===== src/rtl/data_path_pkg.sv =====
// Shared constants for the data_path slice: ALU opcodes, bus source
// selects and CCR bit positions.
package data_path_pkg;

  // ALU operation select codes
  localparam logic [2:0] ALU_ADD = 3'b000;
  localparam logic [2:0] ALU_INC = 3'b001;
  localparam logic [2:0] ALU_SUB = 3'b010;
  localparam logic [2:0] ALU_AND = 3'b011;
  localparam logic [2:0] ALU_OR  = 3'b100;
  localparam logic [2:0] ALU_XOR = 3'b101;
  localparam logic [2:0] ALU_DEC = 3'b110;
  localparam logic [2:0] ALU_NOT = 3'b111;

  // Bus1 source selects
  localparam logic [1:0] BUS1_PC   = 2'b00;
  localparam logic [1:0] BUS1_A    = 2'b01;
  localparam logic [1:0] BUS1_B    = 2'b10;
  localparam logic [1:0] BUS1_ZERO = 2'b11;

  // Bus2 source selects
  localparam logic [1:0] BUS2_ALU  = 2'b00;
  localparam logic [1:0] BUS2_BUS1 = 2'b01;
  localparam logic [1:0] BUS2_MEM  = 2'b10;
  localparam logic [1:0] BUS2_ZERO = 2'b11;

  // CCR bit indices, flags packed as {N,Z,V,C}
  localparam int CCR_N = 3;
  localparam int CCR_Z = 2;
  localparam int CCR_V = 1;
  localparam int CCR_C = 0;

endpackage


===== src/rtl/data_path_alu.sv =====
// Combinational 8-bit ALU with N/Z/V/C flag generation.
// C is carry-out for add/inc and borrow for sub/dec; V is signed overflow.
// Logic ops clear V and C.
module data_path_alu
  import data_path_pkg::*;
(
  input  logic [7:0] a,
  input  logic [7:0] b,
  input  logic [2:0] alu_sel,
  output logic [7:0] result,
  output logic [3:0] flags
);

  logic [8:0] wide;
  logic       v_flag;
  logic       c_flag;

  // Operation select, result and arithmetic flags
  always_comb begin
    wide   = 9'd0;
    result = 8'h00;
    v_flag = 1'b0;
    c_flag = 1'b0;
    case (alu_sel)
      ALU_ADD: begin
        wide   = {1'b0, a} + {1'b0, b};
        result = wide[7:0];
        c_flag = wide[8];
        v_flag = (a[7] == b[7]) && (result[7] != a[7]);
      end
      ALU_INC: begin
        wide   = {1'b0, a} + 9'd1;
        result = wide[7:0];
        c_flag = wide[8];
        v_flag = ~a[7] & result[7];
      end
      ALU_SUB: begin
        // Bit 8 of the 9-bit difference is set exactly when a < b
        wide   = {1'b0, a} - {1'b0, b};
        result = wide[7:0];
        c_flag = wide[8];
        v_flag = (a[7] != b[7]) && (result[7] != a[7]);
      end
      ALU_DEC: begin
        wide   = {1'b0, a} - 9'd1;
        result = wide[7:0];
        c_flag = wide[8];
        v_flag = a[7] & ~result[7];
      end
      ALU_AND: result = a & b;
      ALU_OR:  result = a | b;
      ALU_XOR: result = a ^ b;
      ALU_NOT: result = ~a;
      default: result = 8'h00;
    endcase
  end

  // Pack flags into CCR layout
  always_comb begin
    flags        = 4'b0000;
    flags[CCR_N] = result[7];
    flags[CCR_Z] = (result == 8'h00);
    flags[CCR_V] = v_flag;
    flags[CCR_C] = c_flag;
  end

endmodule


===== src/rtl/data_path.sv =====
// Processor data path: two source buses, IR/MAR/PC/A/B/CCR registers and
// an ALU sub-module. Every enabled register loads the same Bus2 value on a
// clock edge; PC_Load beats PC_Inc; Reset beats everything.
// Optional simulation checks are compiled in with DATA_PATH_ASSERT_EN.
module data_path
  import data_path_pkg::*;
(
  input  logic       Clk,
  input  logic       Reset,
  input  logic [7:0] from_memory,
  input  logic [2:0] ALU_Sel,
  input  logic [1:0] Bus1_Sel,
  input  logic [1:0] Bus2_Sel,
  input  logic       IR_Load,
  input  logic       MAR_Load,
  input  logic       PC_Load,
  input  logic       A_Load,
  input  logic       B_Load,
  input  logic       CCR_Load,
  input  logic       PC_Inc,
  output logic [7:0] address,
  output logic [7:0] to_memory,
  output logic [7:0] IR_out,
  output logic [3:0] CCR_Result
);

  logic [7:0] ir_q, mar_q, pc_q, a_q, b_q;
  logic [3:0] ccr_q;
  logic [7:0] bus1, bus2;
  logic [7:0] alu_result;
  logic [3:0] alu_flags;

  data_path_alu u_alu (
    .a       (a_q),
    .b       (b_q),
    .alu_sel (ALU_Sel),
    .result  (alu_result),
    .flags   (alu_flags)
  );

  // Bus1 source mux
  always_comb begin
    bus1 = 8'h00;
    case (Bus1_Sel)
      BUS1_PC:   bus1 = pc_q;
      BUS1_A:    bus1 = a_q;
      BUS1_B:    bus1 = b_q;
      default:   bus1 = 8'h00;
    endcase
  end

  // Bus2 source mux
  always_comb begin
    bus2 = 8'h00;
    case (Bus2_Sel)
      BUS2_ALU:  bus2 = alu_result;
      BUS2_BUS1: bus2 = bus1;
      BUS2_MEM:  bus2 = from_memory;
      default:   bus2 = 8'h00;
    endcase
  end

  // Register file update; reset overrides all load and increment enables
  always_ff @(posedge Clk) begin
    if (Reset) begin
      ir_q  <= 8'h00;
      mar_q <= 8'h00;
      pc_q  <= 8'h00;
      a_q   <= 8'h00;
      b_q   <= 8'h00;
      ccr_q <= 4'b0000;
    end else begin
      if (IR_Load)  ir_q  <= bus2;
      if (MAR_Load) mar_q <= bus2;
      if (A_Load)   a_q   <= bus2;
      if (B_Load)   b_q   <= bus2;
      if (CCR_Load) ccr_q <= alu_flags;
      if (PC_Load)     pc_q <= bus2;
      else if (PC_Inc) pc_q <= pc_q + 8'd1;
    end
  end

  assign address    = mar_q;
  assign to_memory  = bus1;
  assign IR_out     = ir_q;
  assign CCR_Result = ccr_q;

`ifdef DATA_PATH_ASSERT_EN
  logic any_load;
  assign any_load = IR_Load | MAR_Load | PC_Load | A_Load | B_Load | CCR_Load;

  // Flag undefined controls and zero-source selects while something is loading
  always @(posedge Clk) begin
    if (!Reset) begin
      assert (!$isunknown({ALU_Sel, Bus1_Sel, Bus2_Sel, IR_Load, MAR_Load,
                           PC_Load, A_Load, B_Load, CCR_Load, PC_Inc}))
        else $error("data_path: control input is X/Z");
      assert (!(any_load && (Bus1_Sel == BUS1_ZERO || Bus2_Sel == BUS2_ZERO)))
        else $error("data_path: zero bus source selected while a load is enabled");
    end
  end
`endif

endmodule


===== config.mk =====
export PLATFORM = sky130hd
export DESIGN_NAME = data_path
export DESIGN_NICKNAME = d
export VERILOG_FILES = /design/src/rtl/data_path_pkg.sv /design/src/rtl/data_path_alu.sv /design/src/rtl/data_path.sv
export SDC_FILE = /design/constraint.sdc
export NUM_CORES = 1
export LEC_CHECK = 0
export ABC_CLOCK_PERIOD_IN_PS = 8700
export CORE_ASPECT_RATIO = 0.75
export CORE_MARGIN = 3
export CORE_UTILIZATION = 37
export CTS_BUF_LIST = sky130_fd_sc_hd__clkbuf_4
export DETAILED_ROUTE_END_ITERATION = 16
export HOLD_SLACK_MARGIN = 0.03
export SLEW_MARGIN = 20
export SYNTH_ARGS = -nofsm -noshare
export SYNTH_HDL_FRONTEND = slang
export SYNTH_SLANG_ARGS = --single-unit

===== constraint.sdc =====
create_clock -name Clk -period 8.7 [get_ports Clk]
set_clock_uncertainty 0.2 [all_clocks]
set_input_delay 0.87 -clock Clk [delete_from_list [all_inputs] [get_ports Clk]]
set_output_delay 0.87 -clock Clk [all_outputs]
set_load 0.1 [all_outputs]

==> flow_summary.json <==
{
  "switching_share_pct": 42.4,
  "hold_violations": 0,
  "synth_top_family_by_area": "compound AO/OA/AOI/OAI gates",
  "ys_seq_elements": 44,
  "via_per_inst": 5.82,
  "use_met3_pct": 3.96,
  "grt_antenna_before_repair": 0,
  "synth_top_area_share_pct": 22.7,
  "path_cells": "clkdlybuf4s50_1, nor2b_1, nand2_1, o21ai_0, clkdlybuf4s50_1",
  "holdWs_ns": 0.283,
  "ant_nets": 0,
  "max_stage_delay_ns": 1.21,
  "diodes": 0,
  "power.density_nw_per_um2": 145,
  "hpwl_mm": 8.92,
  "yosys.area.top_type": "dfxtp_1",
  "crit_path_top_delay_cell": "clkdlybuf4s50_1",
  "fmax_mhz": 216,
  "worst_path_most_repeated_cell": "clkdlybuf4s50_1",
  "synth-compound-area-share_pct": 30.7,
  "period_needed_ns": 4.63,
  "post-route-drc-count": 0,
  "cap_violations": 0,
  "drv_slew": 0,
  "clock_sinks": 44,
  "netlist_instances": 485,
  "period_share_pct": 53.2,
  "internal_power_mw": 0.369,
  "final_cells": 637,
  "synth_area_leaders": "dfxtp_1 23%, ha_1 9.4%, a211oi_1 7.7%, nor2_1 6.1%, mux2i_1 3.9%",
  "gp_congestion": 0.904,
  "grt_max_degree": 47,
  "grt.busiest_layer": "met1",
  "leakage_nw": 1.64,
  "setup_tns_ns": 0,
  "p_clk_share_pct": 19.0,
  "ioPinCount": 52,
  "hp-class": "reg -> reg",
  "slew_headroom_pct": 30.2,
  "synth_ff_type": "dfxtp_1",
  "cts-htree-levels": 2,
  "coreArea_um2": 9930,
  "vdd_drop_max_mv": 0.105,
  "worstMarginPinSlew_ns": 1.04,
  "crit_arrival_ns": 3.56,
  "end_kind": "output port",
  "power.total_mw": 0.641,
  "vias": 3710,
  "die_area_um2": 11800,
  "cts-resized-gates": 0,
  "grt_pass1_vias": 3427,
  "placedCellCount": 631,
  "synth_mux_area_share_pct": 4.16,
  "routedWlPerCell_um": 18.3,
  "clk_path_buf_depth": 2,
  "synth_xor_area_share_pct": 3.16,
  "io_buffers": 51,
  "yosysUniqueCellTypes": 78,
  "cts_tree": "built",
  "start_util_pct": 39.0,
  "grt_pass1_wl_mm": 18.6,
  "combinationalPowerShare_pct": 44.0,
  "fp.dieW_um": 124,
  "synth_area_um2": 3880,
  "synth-simple-area-share_pct": 20.6,
  "reg2reg_from": "a_q[1]$_SDFFE_PP0P_",
  "cts_made_buffers": 5,
  "cts_setup_buffers": 0,
  "worstPathRequired_ns": 7.63,
  "critPathKind": "in -> out",
  "synth_nets": 540,
  "switchingPower_mw": 0.272,
  "nNetsFinal": 561,
  "hold_buffers": 0,
  "min_path_cells": 2,
  "final_layout_size_suffix_gt1_share_pct": 8.12,
  "synth_edf_count": 0,
  "die_height_um": 94.7,
  "grt-ovfl-total": 0,
  "finalWirelength_mm": 11.7,
  "synthArstFlopShare_pct": 0,
  "design_area_um2": 4420,
  "worstPathMaxFanout": 9,
  "layout_common_cells": "63 x nor2_1, 50 x clkdlybuf4s50_1, 44 x dfxtp_1, 40 x a211oi_1, 29 x ha_1",
  "fill_cells": 1005,
  "reg2reg_depth": 10,
  "use_met2_pct": 27.2,
  "layout_commonest_cell": "nor2_1",
  "regToRegSetupSlack_ns": 5.09,
  "min_to": "CCR_Result[1]$_SDFFE_PP0P_",
  "use_met1_pct": 30.7,
  "ctsRootBufferMaster": "clkbuf_4",
  "rows": 31,
  "status": "complete, no violations",
  "insertion_delay_ns": 0.36,
  "ys_seq_area_share_pct": 22.7,
  "r2r-end": "address[7]$_SDFFE_PP0P_",
  "drt-initial-drc-count": 392,
  "rsz0062_at_grt": "no",
  "area_growth_pct": 14.1,
  "place_area_um2": 4360,
  "yosys_warnings": 0,
  "cp-start-kind": "input port",
  "pwr-share-seq_pct": 37.1,
  "track_usage_pct": 19.5,
  "synth_fa_ha_area_share_pct": 10.4,
  "clk_pin_slew_ns": 0.13,
  "setup_viol": 0,
  "first_pass_iters": 5,
  "syn_area_per_cell_um2": 7.99,
  "hold_start": "CCR_Result[1]$_SDFFE_PP0P_"
}
-- synth_stat cells (4+ instances only) --
cell	n
buf_1	5
nor3_1	9
a211oi_2	5
buf_4	6
nand2b_1	5
nor2b_1	9
nand2_1	23
a32oi_1	4
buf_2	9
ha_1	29
a211oi_1	40
a21oi_1	24
mux2i_1	15
nor2_1	63
a311oi_1	4
clkbuf_1	16
o22ai_1	4
dfxtp_1	44
nand3_1	12
and2_1	4
o21ai_0	16
xnor2_1	12
inv_1	28
a21o_1	8
buf_6	4
nand4_1	6
-- cells by family after synthesis --
family,after synthesis
buffers and inverters,69
xor gates and xnor gates,14
DFF,44
AOI/OAI and AO/OA,153
and+or+nand+nor,158
adders and majority gates,31
muxes,16
-- per-stage QoR --
| stage | util (%) | setup WS, ns |
|---|---|---|
| 5_1_grt | 44.6 | 3.89 |
| 3_5_place_dp | 43.9 | 4.07 |
| 6_report | 44.6 | 4.07 |
| 2_1_floorplan | - | 4.16 |
| 3_3_place_gp | 43.9 | 4.13 |
| 4_1_cts | 44.6 | 4.07 |
-- routing by layer --
| metal | vias up | wire length (um) |
|---|---|---|
| met5 | - | 0 |
| met4 | 0 | 109 |
| met3 | 14 | 779 |
| met2 | 131 | 4730 |
| met1 | 1757 | 6040 |
| li1 | 1808 | - |
-- worst max path at each step --
stage | start | cells after the start | end
finish | Bus1_Sel[0] | 5 | to_memory[4]
global route | Bus1_Sel[0] | 5 | to_memory[3]
CTS | Bus1_Sel[0] | 5 | to_memory[4]
detailed placement | Bus1_Sel[0] | 5 | to_memory[4]
global placement | Bus1_Sel[0] | 5 | to_memory[4]
floorplan | Bus1_Sel[0] | 3 | to_memory[4]
-- area by class of cell --
cell class                      instances  area [um2]  share of cell area [%]
Inverter                               29         109                    2.46
Tap cell                              132         165                    3.73
Timing Repair Buffer                   54         528                    11.9
Multi-Input combinational cell        372        2670                    60.4
Sequential cell                        44         881                    19.9
Clock buffer                            5        37.5                   0.848
Clock inverter                          1        30.0                   0.679
-- power by group through the flow --
stage | clock, mW | sequential (mW) | combinational [mW]
floorplan | 0 | 0.275 | 0.175
finish | 0.121 | 0.238 | 0.282
CTS | 0.124 | 0.237 | 0.280
detailed placement | 0 | 0.242 | 0.279
global route | 0.131 | 0.240 | 0.304
global placement | 0 | 0.242 | 0.275
-- flip-flops by register name, summed over array words and instances, names as in the netlist --
name and cells:
CCR_Result 4, IR_out 8, a_q 8, address 8
b_q 8, pc_q 8
-- worst max-delay path, delay by kind of cell --
family | cells | cell delay, ns
AO/OA/AOI/OAI | 1 | 0.17
AND/OR/NAND/NOR | 2 | 0.62
buffers and inverters | 2 | 1.88
No activity file was read; power rests on OpenSTA's default activity.
